$ cat src/rtl/sprite_line_scheduler.sv
// Per-scanline sprite scheduler: scans the attribute table after each hblank and
// loads up to SLOTS visible sprites into the engine's line slots for the next line.
module sprite_line_scheduler #(
  parameter int unsigned MAX_SPRITES = 8,
  parameter int unsigned SLOTS       = 4,
  parameter int unsigned IDXW        = 3,
  localparam int unsigned SW = (SLOTS > 1) ? $clog2(SLOTS) : 1,
  localparam int unsigned CW = $clog2(SLOTS) + 1
) (
  input  logic            clk,
  input  logic            reset,
  input  logic            hblank_start,
  input  logic            frame_start,
  input  logic [9:0]      next_y,
  input  logic            cpu_attr_busy,
  output logic            attr_rd_en,
  output logic [IDXW-1:0] attr_rd_idx,
  input  logic            attr_en,
  input  logic [9:0]      attr_y,
  input  logic [4:0]      attr_h,
  output logic            slot_clear,
  output logic            slot_load,
  output logic [SW-1:0]   slot_idx,
  output logic [IDXW-1:0] slot_sprite,
  output logic [4:0]      slot_row,
  output logic [CW-1:0]   slot_count,
  output logic            busy,
  output logic            line_done,
  output logic            overflow_flag,
  output logic            late_flag,
  output logic            irq
);

  typedef enum logic [1:0] {IDLE, ISSUE, CHECK, DONE} state_t;

  state_t          state_q, state_d;
  logic [9:0]      y_q, y_d;
  logic [IDXW-1:0] idx_q, idx_d;
  logic [CW-1:0]   count_q, count_d;
  logic            clear_q, clear_d;
  logic            ovf_q, late_q;
  logic            ovf_set, late_set;
  logic            start;
  logic [10:0]     diff;
  logic            hit;

  // Signed row distance; a negative result (bit 10) means the sprite starts below this line.
  assign diff = {1'b0, y_q} - {1'b0, attr_y};
  assign hit  = attr_en && !diff[10] && (diff[9:0] < 10'(attr_h));

  always_ff @(posedge clk) begin
    if (reset) begin
      state_q <= IDLE;
      y_q     <= '0;
      idx_q   <= '0;
      count_q <= '0;
      clear_q <= 1'b0;
      ovf_q   <= 1'b0;
      late_q  <= 1'b0;
    end else begin
      state_q <= state_d;
      y_q     <= y_d;
      idx_q   <= idx_d;
      count_q <= count_d;
      clear_q <= clear_d;
      ovf_q   <= ovf_set  | (ovf_q  & ~frame_start);
      late_q  <= late_set | (late_q & ~frame_start);
    end
  end

  always_comb begin
    state_d     = state_q;
    y_d         = y_q;
    idx_d       = idx_q;
    count_d     = count_q;
    clear_d     = 1'b0;
    ovf_set     = 1'b0;
    late_set    = 1'b0;
    start       = 1'b0;
    attr_rd_en  = 1'b0;
    attr_rd_idx = '0;
    slot_load   = 1'b0;
    slot_idx    = '0;
    slot_sprite = '0;
    slot_row    = '0;
    line_done   = 1'b0;

    unique case (state_q)
      IDLE: start = hblank_start;
      ISSUE: begin
        if (hblank_start) begin
          late_set = 1'b1;
          start    = 1'b1;
        end else if (!cpu_attr_busy) begin
          attr_rd_en  = 1'b1;
          attr_rd_idx = idx_q;
          state_d     = CHECK;
        end
      end
      CHECK: begin
        if (hblank_start) begin
          late_set = 1'b1;
          start    = 1'b1;
        end else if (hit && (count_q == CW'(SLOTS))) begin
          ovf_set = 1'b1;
          state_d = DONE;
        end else begin
          if (hit) begin
            slot_load   = 1'b1;
            slot_idx    = SW'(count_q);
            slot_sprite = idx_q;
            slot_row    = diff[4:0];
            count_d     = count_q + CW'(1);
          end
          if (idx_q == IDXW'(MAX_SPRITES - 1)) begin
            state_d = DONE;
          end else begin
            idx_d   = idx_q + IDXW'(1);
            state_d = ISSUE;
          end
        end
      end
      DONE: begin
        line_done = 1'b1;
        state_d   = IDLE;
        start     = hblank_start;
      end
      default: state_d = IDLE;
    endcase

    // A new hblank always restarts the scan from entry 0 with empty slots.
    if (start) begin
      y_d     = next_y;
      idx_d   = '0;
      count_d = '0;
      clear_d = 1'b1;
      state_d = ISSUE;
    end

    // Reset suppresses the strobes of the cycle it arrives in, so no half-loaded line escapes.
    if (reset) begin
      attr_rd_en  = 1'b0;
      attr_rd_idx = '0;
      slot_load   = 1'b0;
      slot_idx    = '0;
      slot_sprite = '0;
      slot_row    = '0;
      line_done   = 1'b0;
    end
  end

  assign slot_clear    = clear_q;
  assign slot_count    = count_q;
  assign busy          = (state_q != IDLE);
  assign overflow_flag = ovf_q;
  assign late_flag     = late_q;
  assign irq           = ovf_q | late_q;

endmodule
$ cat config.mk
export PLATFORM = sky130hd
export DESIGN_NAME = sprite_line_scheduler
export DESIGN_NICKNAME = d
export VERILOG_FILES = /design/src/rtl/sprite_line_scheduler.sv
export SDC_FILE = /design/constraint.sdc
export NUM_CORES = 1
export LEC_CHECK = 0
export CORE_MARGIN = 10
export CORE_UTILIZATION = 50
export DETAILED_ROUTE_END_ITERATION = 10
export PLACE_DENSITY = 0.85
export SETUP_SLACK_MARGIN = 0.3
export SLEW_MARGIN = 20
export SYNTH_ARGS = -nofsm -noshare
export SYNTH_HDL_FRONTEND = slang
export SYNTH_SLANG_ARGS = --single-unit
$ cat constraint.sdc
create_clock -name clk -period 8.9 [get_ports clk]
set_input_delay 1.335 -clock clk [delete_from_list [all_inputs] [get_ports clk]]
set_output_delay 1.335 -clock clk [all_outputs]
set_load 0.02 [all_outputs]
[Yosys cells after proc, flatten, opt, wreduce, memory -nomap -nowiden]
Cells that the tools add are included.
Word-level totals
  register bits after elaboration: 21
  input bits: 31
  output and inout port bits: 24
  word-level logic and storage cells: 91
Cells by class
  add/sub/neg operators: 3
  $lt $le $gt $ge: 1
  eq/ne operators: 11
  multiplexer cells: 44
  bitwise gates (word level): 9
  reduce and logical (&&, ||, !) cells: 15
Operators by type and width (number)
  $mux 3: 9
  $mux 5: 5
  $mux 2: 10
  $mux 1: 18
  $reduce_and 4->1: 4
  $sub 10x10->11: 1
  $lt 10x5->1: 1
  $ne 3x3->1 const B: 3
  $add 3x1->3 const B: 2
  $eq 3x3->1 const B: 2
  $ne 2x2->1 const B: 3
  $pmux 2 s3: 1
  $reduce_or 2->1: 3
  $eq 2x2->1 const B: 2
  $not 1->1: 4
  $reduce_bool 4->1: 1
  $logic_and 1x1->1: 3
  $or 1x1->1: 3
  $reduce_bool 3->1: 1
  $and 1x1->1: 2
  $eq 2x1->1 const B: 1
  $logic_not 2->1: 1
  $pmux 1 s2: 1
  $reduce_bool 2->1: 1
  $logic_not 1->1: 1

[Depth between registers and ports, before layout]
Gate-level depths: netlist of run 1.
  depth in word-level cells: 9
  mapped depth: 15
  gate-level depth less buffers: 14

[Worst setup path after synthesis of run 1]
No wires, ideal clock.
  kind: input-to-output
  from: input port attr_y[0]
  to: output port slot_row[3]
  data arrival time: 4.828 ns
  data required time: 7.565 ns
  setup slack: 2.737 ns
  stages on the path: 13
  buffers on the path: 1
  path through: ha_1 -> inv_1 -> fa_1 -> a21o_2 -> a21oi_1 -> xnor2_1 -> ha_1 -> or2b_2 -> or4_4 -> or2_0 -> clkbuf_2 -> nor4_1 -> and2_1
Between the ends
  cells in the longest elaborated chain, start to end: 9
  elaborated cells on any way between the ends: 11
  those cells by class: add/sub: 1; order compare: 1; mux: 5; reduce/logical: 4
Ends and longest elaborated chain
  start, declared: RTL line 19  | input logic [9:0] attr_y,
  $sub 10x10->11 (*): RTL line 48  | assign diff = {1'b0, y_q} - {1'b0, attr_y};
  parallel branches: the longest is 4 deep, another holds $lt 10x5->1
  $mux 5 (*): RTL line 104  | end else if (hit && (count_q == CW'(SLOTS))) begin
  $mux 5 (*): RTL line 101  | if (hblank_start) begin
  $mux 5 (*): RTL line 88  | unique case (state_q)
  $mux 5 (*): RTL line 141  | if (reset) begin
  end, declared: RTL line 25  | output logic [4:0] slot_row,
Every way passes the cells marked *.

[Worst setup path after layout of run 1]
  from: input port attr_y[0]
  to: output port slot_row[2]
The elaborated chain is that of the path after synthesis.

==> results.md, run 1 <==
* Run status: finished clean
* DRT iter0 DRCs at 62
* Dominant synthesized flop cell: dfxtp_1
* R2R Setup Slk at 5.29 ns
* DP HPWL at 3430 um
* Slew @ Worst Pin at 0.826 ns
* Chip width at 78.8 um
* FF+latch area at 420 um^2
* CP max FO at 8
* Final non-filler cell total at 308
* Vias in the first global route at 1543
* Die height at 78.8 um
* Hold EP: late_flag
* First-pass GRT wire length at 7050 um
* Period minus WS final at 7.01 ns
* Slew headroom at 0.448
* Gr usage total at 0.136
* Vias at 1580
* FILL cells at roughly 290
* Top-count cell post-synth: inv_1
* Dpl cell area at 2290 um^2
* Min-delay src: late_flag
* Site row count at 21
* Crit path launch type: input port
* Reg2Reg Depth at 13
* Reg clk slew, reported paths at between 0.1 and 0.15 ns
* RR Endpoint: state_q[1]
* Post-synth EDFFs at 0
* Number of remaining DRC errors at 0
* CTS tree: yes
* # diodes at 0
* Min Hold Slack at 0.501 ns
* Max Root-Sink Buffers at 2
* Area of the multi-input gates at 1180 um^2
* Setup CP Type: in2out
* Post-route design area at between 2000 and 2500 um^2
* CTS hold repair buffers at 0
* Main area contributors after synthesis: dfxtp_1 (24%), ha_1 (16%), mux2i_1 (8.1%)
* Fmax at 143 MHz
* Yosys top cell area share at 0.243
* Die area at 6210 um^2
* Initial antenna violation count at 0
* Final setup fails at 0
* Share of cells above drive strength 1 at 0.0573
* Fin Setup TNS at 0 ns
* Clock sinks at 21
* Dpl cells at 304
* Clock latency on the worst-skew pair at 0.32 ns
* Io pins at 55
* Placer Congestion at 0.810
* Hold path cells at 2
* Syn nets at 265
* Cell variety after synth at 50
* Worst clock skew at 0.00830 ns
* Pin count of the biggest net entering global routing at 21
* Critical Path Source: attr_y[0]
* GRT overflow at 0
* Mapped cell area at between 1500 and 2000 um^2
* CTS Root Cell: clkbuf_4
* Yosys warning count at 0
* Routed len/inst at 13.6 um
* Crit path DAT at approximately 5.7 ns
* Mapped Cells at 211
* Post-CTS Setup Bufs at 0
* Num CTS Buffers at 3
* Leak at 1.01 nW
* Hold Path Class: reg2reg
* Final wirelength at 4180 um
* CTS resizes at 0
* CP required at 7.57 ns
* Yosys reg bits at 21
* Post-route ant nets at 0
* Final Hold Viols at 0
* Worst ir drop on vdd at 0.0841 mV
* Nets at between 300 and 400
* RSZ-0062 raised after global routing: no
* DR vias/cell at 5.13
* Pins Over Slew Limit at 0
* Total Power at 0.225 mW
* Largest area contributor in the netlist: dfxtp_1
* Core Region at 3340 um^2
* Pwr/cell area at slightly below 100 nW/um^2
* Critical Path Sink Type: output pin
* 1st-pass router iterations at 4
* Post-synth top cells: inv_1 (24), ha_1 (22), dfxtp_1 (21), nor2_1 (15), mux2i_1 (14)
* Async SR Flop Fraction at 0
* Mean Syn Cell Area at between 8 and 9 um^2
* Area delta synth->final at 34.0%
* Initial Util at 0.518
* Buffers on Ports at 54
* Period utilization at 0.788
* Register area share after synthesis at 0.243
* Htree depth at 1
* Worst R2R Start: y_q[0]
* Number of max-cap violations at 0
-- sequential cells by signal, indices dropped and copies added, names as in the netlist --
name           count
state_q            2
y_q               10
slot_clear         1
slot_count         3
late_flag          1
overflow_flag      1
idx_q              3
-- layout by cell type (no fill, tap or decap), types with 3 or more instances in the layout --
master	instances
a21oi_1	13
xnor2_1	3
nand2b_1	4
mux2i_1	14
dfxtp_1	21
or2_2	4
ha_1	22
nand4_1	3
nor2b_1	3
inv_1	24
nand2_1	13
clkbuf_4	3
clkdlybuf4s50_1	54
nor3b_1	3
nor2_1	15
o21ai_0	7
nand3_1	6
and2_1	12
-- routing by layer --
layer	track usage	part of all wire
met1	0.154	0.44
met2	0.238	0.49
met3	0.0450	0.063
met4	0.0394	0.010
met5	0	0
-- area by class of cell --
type / instances / area share
clock buffer: 4 / 0.0113
tap: 46 / 0.0249
sequential: 21 / 0.182
inverter: 24 / 0.0389
timing repair buffer: 54 / 0.233
multi-input combinational: 159 / 0.510
-- worst max-delay path, cell delays in order --
cell and delay, ns:
clkdlybuf4s50_1 0.46, ha_1 0.16, inv_1 0.05, fa_1 0.40, a21o_2 0.23, a21oi_1 0.19, xnor2_1 0.11, ha_1 0.18
or2b_2 0.28, or4_4 0.53, nor4b_1 0.59, and3b_1 0.38, and2_1 0.18, clkdlybuf4s50_1 0.61
-- cells by family (layout without fill, tap and decap cells) --
family,after synthesis,count (layout),share of synthesized area
buf+inv,31,82,0.0731
mux,14,14,0.0811
xor+xnor,5,5,0.0253
simple gates,78,78,0.249
compound gates,39,39,0.157
fa+ha+maj,23,23,0.171
flops,21,21,0.243
-- worst max path at each step --
stage | endpoint | cells past startpoint | slack, ns
2_1_floorplan | slot_row[3] | 13 | 2.74
3_3_place_gp | slot_idx[0] | 14 | 1.96
3_5_place_dp | slot_row[0] | 14 | 1.91
4_1_cts | slot_row[0] | 14 | 1.89
5_1_grt | slot_row[2] | 14 | 1.65
6_report | slot_row[2] | 14 | 1.89
-- report_power, final --
group	total, mW	internal, mW	switching [mW]
registers	0.100	0.0979	0.00251
clock network	0.0482	0.0176	0.0306
logic	0.0761	0.0392	0.0369
-- through the flow --
step,worst slack (ns),util
after global placement,1.96,0.686
after detailed placement,1.91,0.686
after CTS,1.89,0.694
final,1.89,0.694
after floorplan,2.74,-
after global routing,1.65,0.694
Note: power is estimated with default switching activity, not from simulation.
==> run 2: changes to the inputs <==
--- a/config.mk
+++ b/config.mk
@@ -6,9 +6,9 @@
 export NUM_CORES = 1
 export LEC_CHECK = 0
 export CORE_MARGIN = 10
-export CORE_UTILIZATION = 50
+export CORE_UTILIZATION = 47
 export DETAILED_ROUTE_END_ITERATION = 10
-export PLACE_DENSITY = 0.85
+export PLACE_DENSITY = 0.81
 export SETUP_SLACK_MARGIN = 0.3
 export SLEW_MARGIN = 20
 export SYNTH_ARGS = -nofsm -noshare
==> constraint.sdc (replaced) <==
create_clock -name clk -period 6.7 [get_ports clk]
set_input_delay 1.005 -clock clk [delete_from_list [all_inputs] [get_ports clk]]
set_output_delay 1.005 -clock clk [all_outputs]
set_load 0.02 [all_outputs]
==> results.md, run 2 (synthesized netlist as in run 1, its figures left out) <==
* Setup CP Type: in2out
* Clock sinks at 21
* Vias in the first global route at between 1500 and 2000
* 1st-pass router iterations at 6
* Clock latency on the worst-skew pair at 0.26 ns
* Nets at 318
* Fmax at 161 MHz
* R2R Setup Slk at 3.11 ns
* Buffers on Ports at 54
* CP required at around 5.7 ns
* Reg clk slew, reported paths at 0.08 ns
* Number of remaining DRC errors at 0
* DRT iter0 DRCs at between 80 and 90
* GRT overflow at 0
* DP HPWL at 3440 um
* Vias at 1616
* Slew headroom at 0.437
* Crit path DAT at between 5 and 6 ns
* Dpl cell area at 2300 um^2
* Worst clock skew at 0.00244 ns
* DR vias/cell at 5.23
* Post-route design area at 2340 um^2
* CTS tree: yes
* CTS Root Cell: clkbuf_8
* Die area at 6500 um^2
* First-pass GRT wire length at just over 7000 um
* Final wirelength at 4260 um
* Area delta synth->final at 35.6%
* Commonest non-fill, non-tap cell in the layout: clkdlybuf4s50_1
* Cell family with the largest share of critical-path delay: simple AND/OR/NAND/NOR gates
* Worst ir drop on vdd at a little over 0.1 mV
* Initial Util at 0.502
* Initial antenna violation count at 0
* Clk pwr share at 0.268
* Post-CTS Setup Bufs at 0
* Pins Over Slew Limit at 0
* Chip width at 80.6 um
* Worst Path Buf+Inv at 4
* Share of cells above drive strength 1 at 0.0646
* Die height at 80.6 um
* Slew @ Worst Pin at around 0.84 ns
* Period minus WS final at 6.20 ns
* Pwr/cell area at about 140 nW/um^2
* Hold Path Class: reg2reg
* Final Core Density at 0.681
* Core Region at between 3000 and 4000 um^2
* Psw at about 0.097 mW
* Num CTS Buffers at 3
* Htree depth at 1
* Internal Pwr Total at 0.224 mW
* Crit path launch type: input port
* Placer Congestion at 0.894
* # diodes at 0
* Site row count at 21
* Pin count of the biggest net entering global routing at 21
* CP max-delay cell: clkdlybuf4s50_1
* Sw Share at 0.302
* Number of max-cap violations at 0
* Total Power at 0.320 mW
* Cells along the critical path: clkdlybuf4s50_1, ha_1, inv_1, fa_1, a21o_2, a21oi_1, xnor2_1, ha_1, or2b_2, or4_4, nor4b_1, buf_4, and3b_1, and2_1, clkdlybuf4s50_1
* Routed len/inst at 13.8 um
* Gr usage total at 0.132
* Most frequent cells in the layout: clkdlybuf4s50_1 (54), inv_1 (24), ha_1 (22), dfxtp_1 (21), nor2_1 (15)
* CP max FO at 8
* Share of power burned in registers at 0.416
* Io pins at 55
* Max Root-Sink Buffers at 2
* Biggest register: y_q
* RSZ-0062 raised after global routing: no
* Fin Setup TNS at 0 ns
* Final setup fails at 0
* Post-route ant nets at 0
* Critical Path Sink Type: output pin
* Final Hold Viols at 0
* Period utilization at 0.926
* Run status: finished clean
* CTS hold repair buffers at 0
* Power share of the combinational group at 0.316
* CTS resizes at 0
* Delay of the slowest cell on the worst path at 0.62 ns
* FILL cells at about 290
* Leak at 1.02 nW
* Max reg flops at 10
-- run 2: metrics by stage --
step	hold WS [ns]	worst slack [ns]	cells
after global routing	0.506	0.311	309
after global placement	0.467	0.534	305
after floorplan	0.455	1.20	211
after CTS	0.484	0.468	309
final	0.478	0.496	309
after detailed placement	0.472	0.481	305
-- run 2: layout make-up --
| type | count | area (um^2) | share of cell area |
|---|---|---|---|
| sequential | 21 | 420 | 0.179 |
| multi-input combinational | 159 | 1180 | 0.504 |
| inverter | 24 | 90.1 | 0.0384 |
| clock inverter | 1 | 5.00 | 0.00214 |
| clock buffer | 3 | 41.3 | 0.0176 |
| timing repair buffer | 55 | 548 | 0.234 |
| tap | 46 | 57.6 | 0.0246 |
-- run 2: worst register-to-register path: cells and delay by family (launching register included) --
kind                     cells  cell delay (ns)
AND/OR/NAND/NOR              4             1.71
adder cells (fa/ha/maj)      3             0.73
AO/OA/AOI/OAI                3             0.56
flip-flops                   1             0.32
buffers and inverters        2             0.10
XOR/XNOR                     1             0.10
-- run 2: power by group through the flow --
stage | clock, mW | combinational [mW] | sequential (mW)
CTS | 0.0885 | 0.101 | 0.133
finish | 0.0860 | 0.101 | 0.133
global placement | 0 | 0.0991 | 0.136
global route | 0.0954 | 0.112 | 0.134
detailed placement | 0 | 0.101 | 0.136
floorplan | 0 | 0.0667 | 0.136
-- run 2: per-layer routing --
metal  track usage  share of wire  wire length (um)
met5             0              0                 0
met4        0.0387         0.0085                36
met3        0.0379          0.072               307
met2         0.224           0.47              2010
met1         0.155           0.45              1900
-- run 2: final timing paths --
check | endpoint | cells after the start | from
max | slot_row[1] | 15 | attr_y[0]
min reg2reg | overflow_flag | 2 | overflow_flag
min | overflow_flag | 2 | overflow_flag
max reg2reg | overflow_flag | 13 | y_q[0]
==> run 3: changes to the inputs <==
--- a/config.mk
+++ b/config.mk
@@ -5,10 +5,12 @@
 export SDC_FILE = /design/constraint.sdc
 export NUM_CORES = 1
 export LEC_CHECK = 0
+export CELL_PAD_IN_SITES_DETAIL_PLACEMENT = 1
+export CELL_PAD_IN_SITES_GLOBAL_PLACEMENT = 2
 export CORE_MARGIN = 10
-export CORE_UTILIZATION = 47
+export CORE_UTILIZATION = 26
 export DETAILED_ROUTE_END_ITERATION = 10
-export PLACE_DENSITY = 0.81
+export PLACE_DENSITY = 0.8
 export SETUP_SLACK_MARGIN = 0.3
 export SLEW_MARGIN = 20
 export SYNTH_ARGS = -nofsm -noshare
==> results.md, run 3 (synthesized netlist as in run 1, its figures left out) <==
* RSZ-0062 raised after global routing: no
* Total Power at between 0.3 and 0.4 mW
* Commonest non-fill, non-tap cell in the layout: clkdlybuf4s50_1
* Vias at approximately 1600
* Clock sinks at 21
* Die height at 102 um
* Worst R2R Start: y_q[0]
* Core Region at 6390 um^2
* Clock latency on the worst-skew pair at about 0.26 ns
* Buffers on Ports at 54
* Area delta synth->final at 38.3%
* Gr usage total at 0.0965
* Layer with the highest usage: met2
* Num CTS Buffers at 3
* Crit path launch type: input port
* GRT overflow at 0
* Slew @ Worst Pin at 0.823 ns
* # diodes at 0
* Placer Congestion at 0.800
* First-pass GRT wire length at approximately 8300 um
* DRT iter0 DRCs at 55
* Crit path DAT at 5.09 ns
* Chip width at 102 um
* Leak at 1.02 nW
* Reg clk slew, reported paths at 0.09 ns
* Share of cells above drive strength 1 at 0.0722
* Number of remaining DRC errors at 0
* CP required at 5.69 ns
* GRT met3 Usage at 0.0259
* Vias in the first global route at 1689
* CTS tree: yes
* Final non-filler cell total at 340
* Initial antenna violation count at 0
* Run status: finished clean
* Site row count at 29
* Worst clock skew at 0.0141 ns
* Min Hold Slack at 0.493 ns
* Pins Over Slew Limit at 0
* Critical Path Sink Type: output pin
* Post-route design area at 2390 um^2
* Final wirelength at 4960 um
* Max reg flops at 10
* Min-delay src: late_flag
* 1st-pass router iterations at 4
* Worst ir drop on vdd at 0.0663 mV
* Pwr/cell area at roughly 130 nW/um^2
* DR vias/cell at about 4.8
* Initial Util at 0.271
* Hold Path Class: reg2reg
* Dpl cell area at 2340 um^2
* Period utilization at 0.910
* Period minus WS final at 6.10 ns
* Die area at 10300 um^2
* Fin Setup TNS at 0 ns
* Fmax at around 160 MHz
* Number of max-cap violations at 0
* Setup CP Type: in2out
* Nets at 318
* Routed len/inst at 14.6 um
* Max Root-Sink Buffers at 2
* Dpl cells at 336
* Most frequent cells in the layout: clkdlybuf4s50_1 (54), inv_1 (24), ha_1 (22), dfxtp_1 (21), nor2_1 (15)
* CP max FO at 6
* Post-CTS Setup Bufs at 0
* Final setup fails at 0
* Htree depth at 1
* DP HPWL at 4130 um
* Io pins at 55
* Post-route ant nets at 0
* Slew headroom at 0.450
* Biggest register: y_q
* Pin count of the biggest net entering global routing at 21
* Critical Path Source: attr_y[0]
* Met2 GRT Util at 0.151
* Final Hold Viols at 0
* Met1 Use GR at 0.128
* CTS Root Cell: clkbuf_8
[run 3: cell counts in the layout (fill, tap and decap cells not counted)]
Identical to the previous run, type by type.
[run 3: metrics by stage]
stage           util  setup slack [ns]
2_1_floorplan      -              1.20
3_3_place_gp   0.366             0.511
3_5_place_dp   0.366             0.443
4_1_cts        0.373             0.412
5_1_grt        0.374             0.341
6_report       0.374             0.602
[run 3: power breakdown]
part / internal [mW] / switching [mW] / total (mW)
sequential: 0.130 / 0.00410 / 0.134
combinational: 0.0525 / 0.0503 / 0.103
clock: 0.0414 / 0.0433 / 0.0847
[run 3: final timing paths]
check	end	slack, ns	cells past startpoint
hold reg to reg	late_flag	0.49	2
hold / removal	late_flag	0.49	2
setup / recovery	slot_row[3]	0.60	14
setup reg to reg	state_q[1]	3.01	13
[run 3: critical path, stage by stage]
cell and delay, ns:
clkdlybuf4s50_1 0.46, ha_1 0.16, inv_1 0.05, fa_1 0.39
a21o_2 0.22, a21oi_1 0.17, xnor2_1 0.10, ha_1 0.18
or2b_2 0.30, or4_4 0.53, or2_0 0.35, nor4_2 0.39
and2_1 0.18, clkdlybuf4s50_1 0.61
[run 3: cell type report]
| class | instances | area, um^2 |
|---|---|---|
| Clock inverter | 1 | 5.00 |
| Timing Repair Buffer | 55 | 548 |
| Tap cell | 77 | 96.3 |
| Clock buffer | 3 | 41.3 |
| Fill cell | 768 | 4000 |
| Inverter | 24 | 90.1 |
| Multi-Input combinational cell | 159 | 1190 |
| Sequential cell | 21 | 420 |
[run 3: routing by layer]
| layer | wire, um | up-vias | share of wire |
|---|---|---|---|
| li1 | - | 841 | - |
| met1 | 2340 | 738 | 0.47 |
| met2 | 2220 | 35 | 0.45 |
| met3 | 342 | 2 | 0.069 |
| met4 | 48 | 0 | 0.0097 |
| met5 | 0 | - | 0 |
[run 3: timing repair]
action                                 in CTS  in global routing
hold buffers                                0                  0
endpoints found under the hold margin       0                  0
setup endpoints to repair                   0                  3
gates resized for setup                     0                  2
